`src/rtl/axi_stream_rr_arbiter_pkg.sv`:
```
// ---------------------------------------------------------------------------
// axi_fabric_pkg
// Shared types and constants for the stream arbiter slice.
//   arb_state_e    : arbiter FSM state encoding
//   DATA_W_DEFAULT : default payload width per requester
//   wrap_idx       : single-step modulo wrap used by the round-robin search
// ---------------------------------------------------------------------------
package axi_fabric_pkg;

    typedef enum logic {
        ST_IDLE  = 1'b0,
        ST_GRANT = 1'b1
    } arb_state_e;

    localparam int DATA_W_DEFAULT = 2;

    // idx is always below 2*n here, so one subtraction is enough.
    function automatic int wrap_idx(input int idx, input int n);
        return (idx >= n) ? (idx - n) : idx;
    endfunction

endpackage

```
`src/rtl/axi_stream_rr_arbiter_if.sv`:
```
// ---------------------------------------------------------------------------
// axi_stream_rr_arbiter_if
// Bundles the requester-side and downstream-side handshake signals of the
// arbiter.
//   req_valid/req_data/req_ready : NUM_REQ upstream valid/ready channels
//   m_valid/m_ready/m_data/m_src : single registered downstream channel
//   busy                         : arbiter is holding a grant
// Modports:
//   master : arbiter view (drives ready, downstream data, busy)
//   slave  : environment view (drives requests and downstream ready)
// ---------------------------------------------------------------------------
interface axi_stream_rr_arbiter_if #(
    parameter int NUM_REQ = 4,
    parameter int DATA_W  = axi_fabric_pkg::DATA_W_DEFAULT
);
    localparam int IDX_W = $clog2(NUM_REQ);

    logic [NUM_REQ-1:0]        req_valid;
    logic [NUM_REQ*DATA_W-1:0] req_data;
    logic [NUM_REQ-1:0]        req_ready;
    logic                      m_valid;
    logic                      m_ready;
    logic [DATA_W-1:0]         m_data;
    logic [IDX_W-1:0]          m_src;
    logic                      busy;

    modport master (
        input  req_valid, req_data, m_ready,
        output req_ready, m_valid, m_data, m_src, busy
    );

    modport slave (
        output req_valid, req_data, m_ready,
        input  req_ready, m_valid, m_data, m_src, busy
    );

endinterface

```
`src/rtl/axi_stream_rr_arbiter_rr_pick.sv`:
```
// ---------------------------------------------------------------------------
// rr_pick
// Combinational round-robin search: returns the first set request bit found
// starting one position after i_last and wrapping modulo NUM_REQ.
//   i_req   : request vector
//   i_last  : index granted most recently
//   o_grant : selected index (i_last when nothing is requesting)
//   o_any   : at least one request bit is set
// ---------------------------------------------------------------------------
module rr_pick
    import axi_fabric_pkg::*;
#(
    parameter int NUM_REQ = 4,
    parameter int IDX_W   = $clog2(NUM_REQ)
) (
    input  logic [NUM_REQ-1:0] i_req,
    input  logic [IDX_W-1:0]   i_last,
    output logic [IDX_W-1:0]   o_grant,
    output logic               o_any
);

    // Walk the offsets from farthest to nearest so the nearest hit after
    // i_last is the one that survives.
    always_comb begin
        o_grant = i_last;
        o_any   = |i_req;
        for (int k = NUM_REQ; k >= 1; k--) begin
            int w_idx;
            w_idx   = wrap_idx(int'(i_last) + k, NUM_REQ);
            o_grant = i_req[w_idx] ? IDX_W'(w_idx) : o_grant;
        end
    end

endmodule

```
`src/rtl/axi_stream_rr_arbiter.sv`:
```
// ---------------------------------------------------------------------------
// axi_stream_rr_arbiter
// Round-robin arbiter sharing one valid/ready stream between NUM_REQ
// requesters. A grant lasts up to BURST beats or until the granted requester
// withdraws; every regrant spends one cycle in IDLE. Accepted beats land in a
// registered output stage tagged with the source index.
//   clk : clock, rising edge
//   rst : asynchronous active-high reset
//   bus : axi_stream_rr_arbiter_if.master
//         req_valid/req_data in, req_ready out (combinational, one-hot or 0)
//         m_valid/m_data/m_src out (registered), m_ready in
//         busy out (high while a grant is held)
// ---------------------------------------------------------------------------
module axi_stream_rr_arbiter
    import axi_fabric_pkg::*;
#(
    parameter int NUM_REQ = 4,
    parameter int DATA_W  = DATA_W_DEFAULT,
    parameter int BURST   = 4
) (
    input  logic                     clk,
    input  logic                     rst,
    axi_stream_rr_arbiter_if.master  bus
);

    localparam int IDX_W = $clog2(NUM_REQ);
    localparam int CNT_W = $clog2(BURST + 1);

    localparam logic [CNT_W-1:0] LAST_BEAT = CNT_W'(BURST - 1);
    localparam logic [IDX_W-1:0] LAST_IDX  = IDX_W'(NUM_REQ - 1);

    arb_state_e         r_state;
    arb_state_e         w_state_nxt;
    logic [IDX_W-1:0]   r_grant;
    logic [IDX_W-1:0]   w_grant_nxt;
    logic [IDX_W-1:0]   r_last_grant;
    logic [IDX_W-1:0]   w_last_nxt;
    logic [CNT_W-1:0]   r_beat_cnt;
    logic [CNT_W-1:0]   w_beat_nxt;

    logic               r_m_valid;
    logic [DATA_W-1:0]  r_m_data;
    logic [IDX_W-1:0]   r_m_src;

    logic [IDX_W-1:0]   w_pick;
    logic               w_any;
    logic               w_can_load;
    logic               w_grant_valid;
    logic               w_up_hs;
    logic [DATA_W-1:0]  w_grant_data;
    logic [NUM_REQ-1:0] w_req_ready;

    rr_pick #(
        .NUM_REQ (NUM_REQ),
        .IDX_W   (IDX_W)
    ) u_rr_pick (
        .i_req   (bus.req_valid),
        .i_last  (r_last_grant),
        .o_grant (w_pick),
        .o_any   (w_any)
    );

    // The output register can take a beat when empty or draining this cycle.
    assign w_can_load    = !r_m_valid || bus.m_ready;
    assign w_grant_valid = bus.req_valid[r_grant];
    assign w_up_hs       = (r_state == ST_GRANT) && w_grant_valid && w_can_load;

    // Select the granted requester's payload lane.
    always_comb begin
        w_grant_data = '0;
        for (int i = 0; i < NUM_REQ; i++) begin
            w_grant_data = (r_grant == IDX_W'(i)) ? bus.req_data[i*DATA_W +: DATA_W]
                                                  : w_grant_data;
        end
    end

    // Only the granted requester may see ready, and only when a beat fits.
    always_comb begin
        w_req_ready = '0;
        if (r_state == ST_GRANT) begin
            w_req_ready[r_grant] = w_can_load;
        end else begin
            w_req_ready = '0;
        end
    end

    // Next-state logic for grant selection, burst counting and release.
    always_comb begin
        w_state_nxt = r_state;
        w_grant_nxt = r_grant;
        w_last_nxt  = r_last_grant;
        w_beat_nxt  = r_beat_cnt;
        case (r_state)
            ST_IDLE: begin
                if (w_any) begin
                    w_state_nxt = ST_GRANT;
                    w_grant_nxt = w_pick;
                    w_beat_nxt  = '0;
                end else begin
                    w_state_nxt = ST_IDLE;
                end
            end
            ST_GRANT: begin
                if (!w_grant_valid) begin
                    // Withdrawal: release without taking a beat.
                    w_state_nxt = ST_IDLE;
                    w_last_nxt  = r_grant;
                end else if (w_up_hs) begin
                    w_beat_nxt = r_beat_cnt + CNT_W'(1);
                    if (r_beat_cnt == LAST_BEAT) begin
                        w_state_nxt = ST_IDLE;
                        w_last_nxt  = r_grant;
                    end else begin
                        w_state_nxt = ST_GRANT;
                    end
                end else begin
                    // Downstream stall: hold the grant indefinitely.
                    w_state_nxt = ST_GRANT;
                end
            end
            default: begin
                w_state_nxt = ST_IDLE;
            end
        endcase
    end

    // FSM and arbitration state registers.
    always_ff @(posedge clk or posedge rst) begin
        if (rst) begin
            r_state      <= ST_IDLE;
            r_grant      <= '0;
            r_last_grant <= LAST_IDX;
            r_beat_cnt   <= '0;
        end else begin
            r_state      <= w_state_nxt;
            r_grant      <= w_grant_nxt;
            r_last_grant <= w_last_nxt;
            r_beat_cnt   <= w_beat_nxt;
        end
    end

    // Output stage: load on upstream handshake, otherwise drain on m_ready.
    always_ff @(posedge clk or posedge rst) begin
        if (rst) begin
            r_m_valid <= 1'b0;
            r_m_data  <= '0;
            r_m_src   <= '0;
        end else if (w_up_hs) begin
            r_m_valid <= 1'b1;
            r_m_data  <= w_grant_data;
            r_m_src   <= r_grant;
        end else if (bus.m_ready) begin
            r_m_valid <= 1'b0;
        end else begin
            r_m_valid <= r_m_valid;
        end
    end

    assign bus.req_ready = w_req_ready;
    assign bus.m_valid   = r_m_valid;
    assign bus.m_data    = r_m_data;
    assign bus.m_src     = r_m_src;
    assign bus.busy      = (r_state == ST_GRANT);

endmodule

```
`src/flat_wrapper.sv`:
```
// flat-port wrapper written by rule: the top's interface ports become plain ports
module axi_stream_rr_arbiter_flat import axi_fabric_pkg::*;
#(
    parameter int NUM_REQ = 4,
    parameter int DATA_W  = DATA_W_DEFAULT,
    parameter int BURST   = 4
)
  (clk, rst, bus_req_valid, bus_req_data, bus_m_ready, bus_req_ready, bus_m_valid, bus_m_data, bus_m_src, bus_busy);
  axi_stream_rr_arbiter_if #(.NUM_REQ(NUM_REQ), .DATA_W(DATA_W)) bus_i ();
  input  logic clk;
  input  logic rst;
  input wire logic [$bits(bus_i.req_valid)-1:0] bus_req_valid;
  input wire logic [$bits(bus_i.req_data)-1:0] bus_req_data;
  input wire logic [$bits(bus_i.m_ready)-1:0] bus_m_ready;
  output wire logic [$bits(bus_i.req_ready)-1:0] bus_req_ready;
  output wire logic [$bits(bus_i.m_valid)-1:0] bus_m_valid;
  output wire logic [$bits(bus_i.m_data)-1:0] bus_m_data;
  output wire logic [$bits(bus_i.m_src)-1:0] bus_m_src;
  output wire logic [$bits(bus_i.busy)-1:0] bus_busy;
  assign bus_i.req_valid = bus_req_valid;
  assign bus_i.req_data = bus_req_data;
  assign bus_i.m_ready = bus_m_ready;
  assign bus_req_ready = bus_i.req_ready;
  assign bus_m_valid = bus_i.m_valid;
  assign bus_m_data = bus_i.m_data;
  assign bus_m_src = bus_i.m_src;
  assign bus_busy = bus_i.busy;
  axi_stream_rr_arbiter #(.NUM_REQ(NUM_REQ), .DATA_W(DATA_W), .BURST(BURST)) u_core (.clk(clk), .rst(rst), .bus(bus_i));
endmodule
```
`config.mk`:
```
export PLATFORM = sky130hd
export DESIGN_NAME = axi_stream_rr_arbiter_flat
export DESIGN_NICKNAME = d
export VERILOG_FILES = /design/src/rtl/axi_stream_rr_arbiter_pkg.sv /design/src/rtl/axi_stream_rr_arbiter_if.sv /design/src/rtl/axi_stream_rr_arbiter_rr_pick.sv /design/src/rtl/axi_stream_rr_arbiter.sv /design/src/flat_wrapper.sv
export SDC_FILE = /design/constraint.sdc
export NUM_CORES = 1
export LEC_CHECK = 0
export BUFFER_PORTS_ARGS = -buffer_cell sky130_fd_sc_hd__buf_2
export CAP_MARGIN = 20
export CORE_MARGIN = 2
export CORE_UTILIZATION = 53
export CTS_CLUSTER_DIAMETER = 100
export DETAILED_ROUTE_END_ITERATION = 10
export GPL_ROUTABILITY_DRIVEN = 0
export GPL_TIMING_DRIVEN = 0
export HOLD_SLACK_MARGIN = 0.1
export PLACE_DENSITY = 0.88
export SYNTH_ARGS = -nofsm -noshare
export SYNTH_HDL_FRONTEND = slang
export SYNTH_SLANG_ARGS = --single-unit
```
`constraint.sdc`:
```
create_clock -name clk -period 3.6 [get_ports clk]
set_input_delay 0.36 -clock clk [delete_from_list [all_inputs] [get_ports clk]]
set_output_delay 0.36 -clock clk [all_outputs]
set_load 0.1 [all_outputs]
```
==> impl_metrics.env, run 1 <==
export IMPL_cts_hold_buffers_added=0
export IMPL_synth_top_cell_area_share=0.324
export IMPL_startpoint_type="flop"
export IMPL_path_cells="buf_2 > and2_1 > nand2_1 > nor2_1 > buf_2"
export IMPL_critical_path_class="flop to primary output"
export IMPL_critPathRequiredTime_ns=3.24
export IMPL_drtAntennaViolNets=0
export IMPL_initial_utilization=0.563
export IMPL_cts_buffer_depth=2
export IMPL_cp_end_kind="primary output"
export IMPL_grt_max_degree=14
export IMPL_yosys_register_bits=13
export IMPL_cts_htree_levels=1
export IMPL_cp_data_arrival_time_ns=1.61
export IMPL_portBuffers=24
export IMPL_syn_area_um2=848
export IMPL_synth_commonest_cells="dfrtp_1, nand2_1"
export IMPL_cpMostUsedCell="buf_2"
export IMPL_synthesis_instances=83
export IMPL_rr_worst_depth=5
export IMPL_cts_clk_slew_worst_paths_ns=0.08
export IMPL_fillers=130
export IMPL_ios=25
export IMPL_status="complete, no violations"
export IMPL_cp_max_fo=10
export IMPL_firstDrtPassIters=4
export IMPL_rsz0062_at_grt="false"
export IMPL_fin_util=0.674
export IMPL_final_cells=127
export IMPL_maxSlewViolCount=0
export IMPL_rrSetupSlack_ns=1.99
export IMPL_drc=0
export IMPL_grt_pass1_vias=696
export IMPL_die_w_um=44.0
export IMPL_viasPerCell=5.80
export IMPL_grt_ovfl_total=0
export IMPL_synth_edf_count=0
export IMPL_post_drt_wl_per_cell_um=14.5
export IMPL_yosysWarningCount=0
export IMPL_area_delta_synth_final_pct=19.6
export IMPL_max_cap_viol_count=0
export IMPL_ys_flop_type="dfrtp_1"
export IMPL_r2r_start="u_core.r_grant[1]"
export IMPL_skew_ns=0.00299
export IMPL_layout_drive_gt1_share=0.369
export IMPL_maxSlewHeadroom=0.655
export IMPL_slowest_stage="buf_2"
export IMPL_slowest_delay_ns=0.43
export IMPL_fin_crit_ns=1.97
export IMPL_cts_sinks=13
export IMPL_dp_hpwl_um=1330
export IMPL_drtIter0Drc=25
export IMPL_max_freq_mhz=507
export IMPL_cts_tree="built"
export IMPL_hold_violations=0
export IMPL_synthDistinctLibCells=34
export IMPL_r2r_end="u_core.bus.m_data[0]"
export IMPL_placementRows=14
export IMPL_grt_usage=0.211
export IMPL_yosysTopAreaCell="dfrtp_1"
export IMPL_finalCritPeriodShare=0.548
export IMPL_die_h_um=44.0
export IMPL_antenna_found_initial=0
export IMPL_diodes=0
export IMPL_hold_ws_ns=0.0922
export IMPL_insertion_delay_ns=0.28
export IMPL_worstMarginPinSlew_ns=0.516
export IMPL_grt_pass1_wl_um=2990
export IMPL_ys_top_cells_by_area="dfrtp_1, dfstp_2, mux4_1, mux2i_1, mux2_4"
export IMPL_core_mm2=0.00151
export IMPL_setup_violations=0
export IMPL_dp_cells=123
export IMPL_cts_buffers=3
export IMPL_die_area_mm2=0.00194
export IMPL_syn_num_nets=100
export IMPL_async_flop_share=1.00
export IMPL_seq_area_frac_synth=0.386
export IMPL_avgSynthCellArea_um2=10.2
export IMPL_cts_resized=0
export IMPL_cts_setup_buffers=0
export IMPL_vias=736
export IMPL_cts_root_buffer_cell="clkbuf_4"
export IMPL_hp_class="input port to async pin"
export IMPL_finalWirelength_um=1840
export IMPL_final_nets=129
==> cells in the final DEF, fill, tap and decap left out, drive strengths merged, types with 3 or more instances in the layout <==
| master | n |
|---|---|
| clkbuf | 5 |
| nand2b | 3 |
| buf | 27 |
| nand2 | 12 |
| inv | 5 |
| mux2 | 3 |
| o21ai | 4 |
| nor2 | 5 |
| a21oi | 5 |
| dfrtp | 11 |
| mux2i | 7 |
==> registers in the layout (all words and copies together), names as in the netlist <==
name / count
u_core.r_beat_cnt: 3
u_core.bus.m_data: 2
u_core.bus.m_src: 2
u_core.r_grant: 2
u_core.r_last_grant: 2
u_core.bus.busy: 1
u_core.bus.m_valid: 1
==> per-layer routing <==
| metal | global-route usage | up-vias | part of all wire |
|---|---|---|---|
| met3 | 0.0500 | 7 | 0.078 |
| met2 | 0.347 | 36 | 0.48 |
| met4 | 0.0848 | 0 | 0.016 |
| met5 | 0 | - | 0 |
| li1 | - | 350 | - |
| met1 | 0.265 | 343 | 0.42 |
==> kinds of logic (layout without fill, tap and decap cells) <==
group / count (synthesis) / in the layout / synth area share
DFF: 13 / 13 / 0.386
AOI/OAI and AO/OA: 17 / 17 / 0.136
adders and majority gates: 2 / 2 / 0.0295
buffers and inverters: 9 / 37 / 0.0590
muxes: 12 / 12 / 0.206
and+or+nand+nor: 30 / 30 / 0.183
==> stage by stage <==
| step | setup TNS [ns] | setup WS [ns] | cell area (um^2) |
|---|---|---|---|
| 6_report | 0 | 1.63 | 1010 |
| 4_1_cts | 0 | 1.63 | 1010 |
| 3_3_place_gp | 0 | 1.92 | 988 |
| 2_1_floorplan | -0.225 | -0.112 | 848 |
| 3_5_place_dp | 0 | 1.90 | 988 |
| 5_1_grt | 0 | 1.53 | 1010 |
==> critical path, delay by kind of cell (launching register included) <==
family / cells / cell delay [ns]
buf+inv: 2 / 0.63
simple gates: 3 / 0.33
flops: 1 / 0.37
==> area by class of cell <==
type | instances | area, um^2 | share of cell area
plain buffers | 4 | 31.3 | 0.0308
clock buffers | 4 | 26.3 | 0.0259
inverters | 5 | 18.8 | 0.0185
repair buffers | 24 | 120 | 0.118
multi-input cells | 61 | 470 | 0.464
flip-flops and latches | 13 | 328 | 0.323
well taps | 16 | 20.0 | 0.0197
==> how the worst max path moves through the flow <==
stage                    startpoint          endpoint  slack [ns]  cells past startpoint
finish              u_core.bus.busy  bus_req_ready[2]        1.63                      5
global route        u_core.bus.busy  bus_req_ready[2]        1.53                      5
CTS                 u_core.bus.busy  bus_req_ready[2]        1.63                      5
detailed placement      bus_m_ready  bus_req_ready[2]        1.90                      6
global placement        bus_m_ready  bus_req_ready[3]        1.92                      6
floorplan           u_core.bus.busy  bus_req_ready[0]       -0.11                      3
Power of run 1 is not shown: default switching activity piles up to over one toggle a cycle in this logic, so the estimate is an artifact.
==> run 2, diff against run 1 <==
- CORE_UTILIZATION: 53 -> 45
- PLACE_DENSITY: 0.88 -> 0.8
- clock period: 3.6 -> 1.6 ns (I/O delays scaled with it)
==> run 2 against run 1 <==
Core utilization increased by 2.1 points; setup slack worse by 1.6 ns; critical path depth stayed put; largest cell class unchanged; routed wire length decreased by 0.65%; final area grew 19%; final cell count is 10% higher; hold slack improved by 0.22 ns; register-to-register slack got worse by 1.9 ns; first-iteration DRC count shrank 76%.
==> impl_metrics.env, run 2 (same netlist as run 1, synthesis figures left out) <==
export IMPL_final_area_mm2=0.00121
export IMPL_core_mm2=0.00175
export IMPL_setup_slack_ns=0.0532
export IMPL_grt_usage=0.180
export IMPL_regMostFlops="u_core.r_beat_cnt"
export IMPL_finalWirelength_um=1830
export IMPL_vias=723
export IMPL_rsz0062_at_grt="false"
export IMPL_layout_drive_gt1_share=0.478
export IMPL_path_cells="nand2b_4 > and2_4 > nand2_2 > nor2_4 > buf_12"
export IMPL_critical_path_class="flop to primary output"
export IMPL_drtAntennaViolNets=0
export IMPL_rrSetupSlack_ns=0.06
export IMPL_final_common_cell="buf_2"
export IMPL_critPathBufInv=1
export IMPL_antenna_found_initial=0
export IMPL_critPathTopFamily="flip-flops"
export IMPL_fin_crit_ns=1.55
export IMPL_wl_met1_um=842
export IMPL_cts_buffers=3
export IMPL_rr_worst_depth=5
export IMPL_hp_class="input port to flop"
export IMPL_grt_pass1_vias=647
export IMPL_largest_register_ff_count=3
export IMPL_cp_end_kind="primary output"
export IMPL_startpoint_type="flop"
export IMPL_hold_violations=0
export IMPL_cts_clk_slew_worst_paths_ns=0.08
export IMPL_placed_area_mm2=0.00107
export IMPL_firstDrtPassIters=4
export IMPL_cts_root_buffer_cell="clkbuf_4"
export IMPL_wl_met2_um=931
export IMPL_status="complete, no violations"
export IMPL_grt_max_degree=14
export IMPL_worstMarginPinSlew_ns=0.502
export IMPL_maxSlewViolCount=0
export IMPL_critPathRequiredTime_ns=1.44
export IMPL_wl_met3_um=44
export IMPL_layout_common_cells="buf_2, nand2_1, dfrtp_1, a21oi_1, mux2i_1"
export IMPL_die_area_mm2=0.00225
export IMPL_cts_buffer_depth=2
export IMPL_viasPerCell=5.16
export IMPL_drc=0
export IMPL_initial_utilization=0.486
export IMPL_ios=25
export IMPL_drtIter0Drc=6
export IMPL_cp_data_arrival_time_ns=1.39
export IMPL_diodes=0
export IMPL_seq_area_um2=335
export IMPL_cts_htree_levels=1
export IMPL_finalCritPeriodShare=0.967
export IMPL_max_freq_mhz=647
export IMPL_hold_end="u_core.bus.m_valid"
export IMPL_setup_violations=0
export IMPL_skew_ns=0.00239
export IMPL_cts_tree="built"
export IMPL_grt_pass1_wl_um=2840
export IMPL_crit_cells=5
export IMPL_placementRows=15
export IMPL_post_drt_wl_per_cell_um=13.1
export IMPL_hold_depth=4
export IMPL_max_cap_viol_count=0
export IMPL_cp_startpoint="u_core.bus.m_valid"
export IMPL_r2r_start="u_core.r_grant[1]"
export IMPL_fillers=123
export IMPL_grt_ovfl_total=0
export IMPL_portBuffers=24
export IMPL_insertion_delay_ns=0.27
export IMPL_r2r_end="u_core.bus.m_data[0]"
export IMPL_slowest_delay_ns=0.49
export IMPL_fin_util=0.695
export IMPL_hp_start="bus_m_ready"
export IMPL_multiInputGateArea_um2=543
export IMPL_cts_sinks=13
export IMPL_final_nets=133
export IMPL_die_w_um=47.4
export IMPL_dpl_worst_slack_ns=-0.00939
export IMPL_cp_max_fo=4
export IMPL_dp_hpwl_um=1360
export IMPL_slowest_stage="dfrtp_4"
export IMPL_maxSlewHeadroom=0.665
export IMPL_highest_layer="met4"
export IMPL_area_delta_synth_final_pct=42.9
export IMPL_die_h_um=47.4
## run 2: cell count changes in the layout (fill, tap and decap cells not counted), moves of 2 or more
cell	delta
nor2_4	+2
buf_12	+4
dfrtp_4	+2
nor3_4	+2
dfrtp_1	-2
buf_4	+4
nand2_1	-2
mux2i_2	-2
nor3_1	-2
nor2_1	-2
mux2i_4	+2
buf_2	-5
## run 2: metrics by stage
stage	hold WS (ns)	setup TNS, ns	instances
after floorplan	0.0356	-0.530	83
final	0.316	0	140
after CTS	0.218	0	137
after detailed placement	0.212	-0.0225	132
after global placement	0.199	0	132
after global routing	0.305	0	140
## run 2: worst min-delay path, cell delays in order
cell,delay (ns)
buf_2,0.08
nand2b_4,0.14
buf_4,0.12
nand2_1,0.05
## run 2: area by class of cell
type	instances	area share
multi-input cells	61	0.448
well taps	25	0.0258
inverters	5	0.0186
clock buffers	4	0.0217
flip-flops and latches	13	0.277
plain buffers	3	0.0351
repair buffers	29	0.174
## run 2: timing repair
action / CTS / global route
hold endpoints to repair: 11 / 0
gates resized for setup: 15 / 5
setup endpoints to repair: 7 / 8
pin swaps: 1 / 1
buffers inserted: 0 / 4
hold buffers: 1 / 0
## run 2: worst max-delay path by stage
stage,slack [ns],endpoint
global placement,0.006,u_core.bus.m_src[1]
detailed placement,-0.009,u_core.bus.m_data[0]
finish,0.05,bus_req_ready[3]
global route,0.001,u_core.bus.m_data[1]
CTS,0.01,bus_req_ready[3]
floorplan,-0.22,bus_req_ready[0]
## run 2: layer usage
layer,track usage,up-vias
met5,0,-
met4,0.0778,0
met3,0.0226,2
met2,0.295,14
met1,0.238,348
li1,-,359
Power of run 2 is left out for the same reason.
